File: config.mk
export PLATFORM = sky130hd
export DESIGN_NAME = imem_fetch_ctrl
export DESIGN_NICKNAME = d
export VERILOG_FILES = /design/src/rtl/mips_pkg.sv /design/src/rtl/imem_boot_loader.sv /design/src/rtl/imem_fetch_ctrl.sv
export SDC_FILE = /design/constraint.sdc
export NUM_CORES = 1
export LEC_CHECK = 0
export CAP_MARGIN = 25
export CELL_PAD_IN_SITES_DETAIL_PLACEMENT = 0
export CELL_PAD_IN_SITES_GLOBAL_PLACEMENT = 1
export CORE_ASPECT_RATIO = 0.5
export CORE_MARGIN = 3
export CORE_UTILIZATION = 34
export CTS_CLUSTER_DIAMETER = 40
export CTS_CLUSTER_SIZE = 10
export DETAILED_ROUTE_END_ITERATION = 8
export PLACE_DENSITY = 0.95
export REMOVE_ABC_BUFFERS = 1
export SLEW_MARGIN = 20
export SYNTH_ARGS = -nofsm -noshare
export SYNTH_HDL_FRONTEND = slang
export SYNTH_SLANG_ARGS = --single-unit
export TNS_END_PERCENT = 20
File: constraint.sdc
create_clock -name clk -period 4.7 [get_ports clk]
set_input_delay 0.94 -clock clk [delete_from_list [all_inputs] [get_ports clk]]
set_output_delay 0.94 -clock clk [all_outputs]
set_load 0.005 [all_outputs]
File: src/rtl/mips_pkg.sv
// Shared definitions for the instruction-memory fetch controller:
// controller states, memory geometry and instruction constants.
package mips_pkg;

   localparam int          IM_ADDR_W = 6;
   localparam int          INSTR_W   = 32;
   localparam logic [31:0] HALT_WORD = 32'hFFFF_FFFF;
   localparam logic [31:0] NOP       = 32'h0000_0000;

   typedef enum logic [1:0] {
      BOOT = 2'd0,
      RUN  = 2'd1,
      HALT = 2'd2
   } fetch_state_e;

   // Force a byte address onto a word boundary.
   function automatic logic [31:0] align_word(input logic [31:0] byte_addr);
      return {byte_addr[31:2], 2'b00};
   endfunction

endpackage

File: src/rtl/imem_boot_loader.sv
// Boot-time write sequencer: accepts program words while enabled, steps the
// IM write address and counts stored words. Flags the final accepted word.
module imem_boot_loader
   import mips_pkg::*;
#(
   parameter int ADDR_W = IM_ADDR_W
)
(
   input  logic              clk,
   input  logic              rst_n,
   input  logic              en,
   input  logic              ld_valid,
   input  logic              ld_last,
   output logic [ADDR_W-1:0] waddr,
   output logic [ADDR_W:0]   ld_count,
   output logic              accept,
   output logic              done
);

   localparam logic [ADDR_W-1:0] LAST_ADDR = {ADDR_W{1'b1}};
   localparam logic [ADDR_W:0]   MAX_COUNT = {1'b1, {ADDR_W{1'b0}}};

   logic [ADDR_W-1:0] waddr_r;
   logic [ADDR_W:0]   count_r;

   // A word is taken whenever the loader offers one while enabled; the image
   // ends on an explicit last flag or when the top word of IM has been filled.
   always_comb begin
      accept = en & ld_valid;
      done   = accept & (ld_last | (waddr_r == LAST_ADDR));
   end

   // Advance the write pointer and the saturating word counter per accepted word.
   always_ff @(posedge clk) begin
      if (!rst_n) begin
         waddr_r <= '0;
         count_r <= '0;
      end else if (accept) begin
         waddr_r <= waddr_r + 1'b1;
         if (count_r != MAX_COUNT) begin
            count_r <= count_r + 1'b1;
         end else begin
            count_r <= count_r;
         end
      end else begin
         waddr_r <= waddr_r;
         count_r <= count_r;
      end
   end

   assign waddr    = waddr_r;
   assign ld_count = count_r;

endmodule

File: src/rtl/imem_fetch_ctrl.sv
// Instruction-memory sequencer: loads the program image in BOOT, then fetches
// one instruction per cycle into the IF/ID register in RUN until a halt
// sentinel is read. HALT is left only through reset.
module imem_fetch_ctrl
   import mips_pkg::*;
#(
   parameter int                ADDR_W    = IM_ADDR_W,
   parameter int                DATA_W    = INSTR_W,
   parameter logic [31:0]       RESET_PC  = 32'h0000_0000,
   parameter logic [DATA_W-1:0] HALT_WORD = mips_pkg::HALT_WORD
)
(
   input  logic              clk,
   input  logic              rst_n,
   input  logic              ld_valid,
   output logic              ld_ready,
   input  logic [DATA_W-1:0] ld_data,
   input  logic              ld_last,
   output logic              imem_we,
   output logic [ADDR_W-1:0] imem_waddr,
   output logic [DATA_W-1:0] imem_wdata,
   output logic [ADDR_W-1:0] imem_raddr,
   input  logic [DATA_W-1:0] imem_rdata,
   input  logic              stall,
   input  logic              redirect,
   input  logic [31:0]       redirect_pc,
   output logic              if_valid,
   output logic [DATA_W-1:0] if_instr,
   output logic [31:0]       if_pc,
   output logic              halted,
   output logic              align_err,
   output logic [ADDR_W:0]   ld_count
);

   fetch_state_e      state_r,     state_n;
   logic [31:0]       pc_r,        pc_n;
   logic              if_valid_r,  if_valid_n;
   logic [DATA_W-1:0] if_instr_r,  if_instr_n;
   logic [31:0]       if_pc_r,     if_pc_n;
   logic              halted_r,    halted_n;
   logic              align_err_r, align_err_n;

   logic              boot_s;
   logic              ld_accept_s;
   logic              ld_done_s;
   logic [ADDR_W-1:0] ld_waddr_s;

   assign boot_s = (state_r == BOOT);

   imem_boot_loader #(
      .ADDR_W (ADDR_W)
   ) u_boot_loader (
      .clk      (clk),
      .rst_n    (rst_n),
      .en       (boot_s),
      .ld_valid (ld_valid),
      .ld_last  (ld_last),
      .waddr    (ld_waddr_s),
      .ld_count (ld_count),
      .accept   (ld_accept_s),
      .done     (ld_done_s)
   );

   // Loader handshake and IM write port: open only during BOOT, data passes straight through.
   always_comb begin
      ld_ready   = boot_s;
      imem_we    = ld_accept_s;
      imem_waddr = ld_waddr_s;
      imem_wdata = ld_data;
      imem_raddr = pc_r[ADDR_W+1:2];
   end

   // Next-state logic: BOOT waits for the image to finish; RUN fetches, honours
   // redirect over stall and stops on the sentinel; HALT freezes everything.
   always_comb begin
      state_n     = state_r;
      pc_n        = pc_r;
      if_valid_n  = if_valid_r;
      if_instr_n  = if_instr_r;
      if_pc_n     = if_pc_r;
      halted_n    = halted_r;
      align_err_n = align_err_r;
      case (state_r)
         BOOT: begin
            if_valid_n = 1'b0;
            if (ld_done_s) begin
               state_n = RUN;
               pc_n    = RESET_PC;
            end else begin
               state_n = BOOT;
            end
         end
         RUN: begin
            if (redirect) begin
               pc_n       = align_word(redirect_pc);
               if_valid_n = 1'b0;
               if (redirect_pc[1:0] != 2'b00) begin
                  align_err_n = 1'b1;
               end else begin
                  align_err_n = align_err_r;
               end
            end else if (stall) begin
               pc_n = pc_r;
            end else if (imem_rdata == HALT_WORD) begin
               // The sentinel is consumed here and never reaches IF/ID.
               state_n    = HALT;
               halted_n   = 1'b1;
               if_valid_n = 1'b0;
            end else begin
               if_instr_n = imem_rdata;
               if_pc_n    = pc_r;
               if_valid_n = 1'b1;
               pc_n       = pc_r + 32'd4;
            end
         end
         HALT: begin
            state_n    = HALT;
            if_valid_n = 1'b0;
         end
         default: begin
            state_n    = BOOT;
            if_valid_n = 1'b0;
         end
      endcase
   end

   // State and IF/ID registers; reset abandons any load or fetch in progress.
   always_ff @(posedge clk) begin
      if (!rst_n) begin
         state_r     <= BOOT;
         pc_r        <= RESET_PC;
         if_valid_r  <= 1'b0;
         if_instr_r  <= DATA_W'(NOP);
         if_pc_r     <= 32'h0000_0000;
         halted_r    <= 1'b0;
         align_err_r <= 1'b0;
      end else begin
         state_r     <= state_n;
         pc_r        <= pc_n;
         if_valid_r  <= if_valid_n;
         if_instr_r  <= if_instr_n;
         if_pc_r     <= if_pc_n;
         halted_r    <= halted_n;
         align_err_r <= align_err_n;
      end
   end

   assign if_valid  = if_valid_r;
   assign if_instr  = if_instr_r;
   assign if_pc     = if_pc_r;
   assign halted    = halted_r;
   assign align_err = align_err_r;

endmodule

After elaboration in Yosys (flattened, before gate mapping):

Cells that the tools add are included.

* add/sub/neg operators: 3
* equality and inequality tests: 11
* multiplexer cells: 11
* bitwise operators: 8
* reduce and logical (&&, ||, !) cells: 10

Operators with widths (count)
* 2-to-1 mux 32 bit: 4
* case mux 32 bit (2 select lines): 1
* adder 32 x 3 -> 32 bit, second input constant: 1
* equality test 32 bit, second input constant: 1
* AND reduction 4 bit: 3
* != test 2 bit, second input constant: 4
* adder 7 x 1 -> 7 bit, second input constant: 1
* != test 7 bit, second input constant: 1
* adder 6 x 1 -> 6 bit, second input constant: 1
* equality test 6 bit, second input constant: 1
* 2-to-1 mux 2 bit: 3
* != test 3 bit, second input constant: 2
* case mux 2 bit (3 select lines): 1
* AND reduction 3 bit: 2
* NOT 1 bit: 5
* nonzero test 2 bit: 2
* OR reduction 3 bit: 1
* AND 1 bit: 2
* equality test 2 x 1 -> 1 bit, second input constant: 1
* equality test 2 bit, second input constant: 1
* zero test 2 bit: 1
* 2-to-1 mux 1 bit: 2
* AND reduction 2 bit: 1
* OR 1 bit: 1

* register bits: 114
* output and inout bits: 120
* logic and storage cells: 52

Depth between registers and ports, before layout:

* depth in word-level cells: 5
* mapped depth: 9
* depth with buffers taken out: 8

Modules after synthesis:

A second synthesis with hierarchy kept.

* cells, all modules: 624
* area total of the unflattened synthesis: 5556.6 um^2

By module, submodules not included
* imem_fetch_ctrl: times used 1, cells each 548, area an instance 4926.0 um^2, sequential area each 1941.9 um^2
* imem_boot_loader: times used 1, cells each 76, area an instance 630.6 um^2, sequential area each 260.2 um^2

Worst setup path after synthesis:

Ideal clock, no wire load.

* path type: input -> register
* from: in imem_rdata[9]
* to: reg pc_r[29]
* library setup time: 133 ps
* data arrival time: 2474 ps
* required time: 4567 ps
* path slack: 2094 ps
* stages: 6
* buffers on the path: 1
* cells stage by stage: nand4_1 nor4_1 a211oi_2 clkbuf_1 o31ai_1 a21oi_1

* cells in the longest elaborated chain, start to end: 3

RTL lines
* start: declaration: line imem_fetch_ctrl.sv:23 `input logic [DATA_W-1:0] imem_rdata,`
* equality test 32 bit: line imem_fetch_ctrl.sv:104 `end else if (imem_rdata == HALT_WORD) begin`
* != test 3 bit (no source line)
* AND reduction 4 bit (no source line)
* end signal: assignment: line imem_fetch_ctrl.sv:139 `pc_r <= pc_n;`
* end: declaration: line imem_fetch_ctrl.sv:36 `logic [31:0] pc_r, pc_n;`

Every way passes these cells.
A chain may end at the register's enable or synchronous reset.

Worst setup path in the final report:

* from: in ld_valid
* to: out imem_we

* cells in the longest elaborated chain, start to end: 1

RTL lines
* start: declaration: line imem_fetch_ctrl.sv:15 `input logic ld_valid,`
* AND 1 bit: line imem_boot_loader.sv:29 `accept = en & ld_valid;`
* end: declaration: line imem_fetch_ctrl.sv:19 `output logic imem_we,`

Every way passes these cells.

==> results.json <==
{
  "status": "complete, no violations",
  "cts.reportedPaths.clkPinSlew_ns": 0.08,
  "synth_most_common_cell": "dfxtp_1",
  "crit_arrival_ns": 2.28,
  "hpwl_um": 12600,
  "worstSkewPairLatency_ns": 0.35,
  "synth_top_cells_by_count": "110 x dfxtp_1, 93 x nor2_1, 64 x mux2i_1",
  "grt_pass1_vias": 5074,
  "grt_max_degree": 48,
  "crit_type": "in -> out",
  "numCtsBuffers": 9,
  "wl_per_cell_um": 17.9,
  "dr.pass1.iters": 5,
  "cts_setup_buffers": 0,
  "grt_remaining_overflow": 0,
  "initial_core_util_pct": 35.6,
  "vias": 5166,
  "vias_per_cell": 5.31,
  "power.leakage_nw": 2.44,
  "dieWidth_um": 188,
  "crit_chain": "clkdlybuf4s50_1 > nand2_1 > clkinv_1 > clkdlybuf4s50_1",
  "worst_path_most_repeated_cell": "clkdlybuf4s50_1",
  "path_depth": 4,
  "antenna_found_initial": 0,
  "report.final.hold_viol_count": 0,
  "final_layout_size_suffix_gt1_share_pct": 5.85,
  "io_buffer_count": 155,
  "whs_ns": 0.454,
  "core-area_sq_um": 15800,
  "num-nets-final": 856,
  "rows": 32,
  "antenna_cells": 0,
  "required_ns": 3.76,
  "rsz0062_at_grt": "no",
  "fmax_ghz": 0.310,
  "hold_buffers": 0,
  "synth_top_area_cell": "dfxtp_1",
  "synth_seq_cells": 110,
  "slew_violations": 0,
  "drt-initial-drc-count": 470,
  "worst_slew_pin_slew_ns": 0.880,
  "skew_ns": 0.00914,
  "grtUsageTotal_pct": 18.5,
  "die_h_um": 96.8,
  "slowest_delay_ns": 0.51,
  "finalCriticalPeriod_ns": 3.22,
  "ant_nets": 0,
  "synth-async-reset-ratio_pct": 0,
  "clock_path_buffers": 2,
  "slowest_stage": "clkdlybuf4s50_1",
  "ys_types": 65,
  "slew_headroom_pct": 40.9,
  "synth_top_area_share_pct": 39.2,
  "drt_drc_violations_left": 0,
  "cap_violations": 0,
  "die_area_sq_um": 18200,
  "cts_tree": "done",
  "reg2regPathDepth": 6,
  "grt_first_pass_wirelength_um": 27800,
  "hold_class": "reg -> reg",
  "critPathLaunchType": "input port",
  "p_per_area_nw_per_um2": 274,
  "multi_input_area_sq_um": 2860,
  "setup_viol": 0,
  "io_pins": 222,
  "netlist_area_sq_um": 5610,
  "path_delay_family": "buffers and inverters",
  "gp_congestion": 0.858,
  "post_cts_resized": 0,
  "period_share_pct": 68.6,
  "syn_inst": 648,
  "critPathMaxFanout": 8,
  "placed_area_sq_um": 7090,
  "crit_buf_inv": 3,
  "endpoint_kind": "primary output",
  "clock-root-buffer": "clkbuf_16",
  "synth.top_cells.by_area": "dfxtp_1 39%, mux2i_1 11%, nor2_1 6.2%",
  "register_area_sq_um": 2200,
  "seq_area_frac_synth_pct": 39.2,
  "ir_drop_mv": 0.162,
  "fill_cells": 1523,
  "synth-edff-count": 0,
  "routed_wl_um": 17400,
  "synth_warnings": 0,
  "syn_to_final_growth_pct": 32.1,
  "fin_tns_setup_ns": 0,
  "htreeDepth": 3,
  "min_path_cells": 2,
  "yosys_most_used_dff": "dfxtp_1",
  "numClockSinks": 110,
  "final_area_sq_um": 7410,
  "syn_area_per_cell_sq_um": 8.66
}
-- layout by cell type (no fill, tap or decap), types with 3 or more instances in the layout --
cell type | netlist | layout
nand3_1 | 13 | 13
nand2b_1 | 4 | 4
a41oi_1 | 3 | 3
clkbuf_16 | 0 | 9
nor4_1 | 7 | 7
mux2i_1 | 64 | 64
inv_1 | 23 | 22
or3_1 | 4 | 4
a22oi_1 | 5 | 5
nor3_1 | 12 | 12
a31oi_1 | 3 | 3
a32o_1 | 11 | 11
and4_1 | 5 | 5
nand4_1 | 19 | 19
o21ai_0 | 20 | 20
or4_1 | 3 | 3
xnor2_1 | 7 | 7
a22o_1 | 4 | 4
and2_1 | 5 | 5
ha_1 | 7 | 7
o32ai_1 | 6 | 6
buf_4 | 40 | 12
nand2_1 | 43 | 43
dfxtp_1 | 110 | 110
a221oi_1 | 3 | 3
o22ai_1 | 5 | 5
inv_6 | 0 | 3
o31ai_1 | 6 | 6
a21oi_1 | 25 | 25
o211ai_1 | 6 | 6
clkdlybuf4s50_1 | 0 | 155
nor2_1 | 93 | 93
xor2_1 | 5 | 5
a32oi_1 | 5 | 5
-- layer usage --
layer / global-route usage, % / wire length (um)
met1: 24.6 / 7980
met3: 6.66 / 1310
met4: 3.63 / 191
met5: 3.30 / 57
met2: 28.8 / 7830
-- state kept, by name, summed over array words and instances, names as in the netlist --
signal / count
if_valid: 1
if_instr: 32
u_boot_loader.waddr: 6
pc_r: 30
align_err: 1
state_r: 2
halted: 1
u_boot_loader.ld_count: 7
if_pc: 30
-- layout make-up --
cell class / count / share of cell area [%]
clock buffers: 10 / 3.09
clock inverters: 6 / 1.23
inverters: 25 / 1.27
multi-input cells: 433 / 38.6
flip-flops and latches: 110 / 29.7
well taps: 221 / 3.73
repair buffers: 168 / 22.4
-- per-stage QoR --
| step | power, mW | instances | util (%) | worst slack [ns] |
|---|---|---|---|---|
| floorplan | 1.08 | 568 | - | -3.96 |
| global placement | 1.21 | 957 | 45.0 | 1.38 |
| detailed placement | 1.22 | 957 | 45.0 | 1.38 |
| CTS | 2.05 | 973 | 47.0 | 1.46 |
| global route | 2.11 | 973 | 47.0 | 1.39 |
| finish | 2.03 | 973 | 47.0 | 1.48 |
-- cells by family (layout without fill, tap and decap cells) --
group,Yosys count,in the layout,synth area share (%)
compound gates,128,128,16.7
xor+xnor,12,12,1.87
fa+ha+maj,7,7,1.56
buf+inv,106,209,10.1
flops,110,110,39.2
mux,64,64,11.4
other cells,1,2,0.0668
simple gates,220,220,19.1
-- where the power goes --
part / leakage [nW] / internal [mW] / switching, mW / total, mW
sequential: 0.888 / 0.945 / 0.0151 / 0.960
clock: 0.158 / 0.473 / 0.361 / 0.834
combinational: 1.40 / 0.116 / 0.119 / 0.235
-- worst min-delay path, delay by kind of cell (launching register included) --
kind / cells / cell delay, ns
DFF: 1 / 0.32
buffers and inverters: 1 / 0.05
AOI/OAI and AO/OA: 1 / 0.05
-- final timing paths --
path                                start         to  slack [ns]
worst max-delay path             ld_valid    imem_we        1.48
worst min-delay path            align_err  align_err        0.45
worst min register to register  align_err  align_err        0.45
worst max register to register    pc_r[2]   pc_r[26]        2.12
Power figures use the tool's default switching activity.
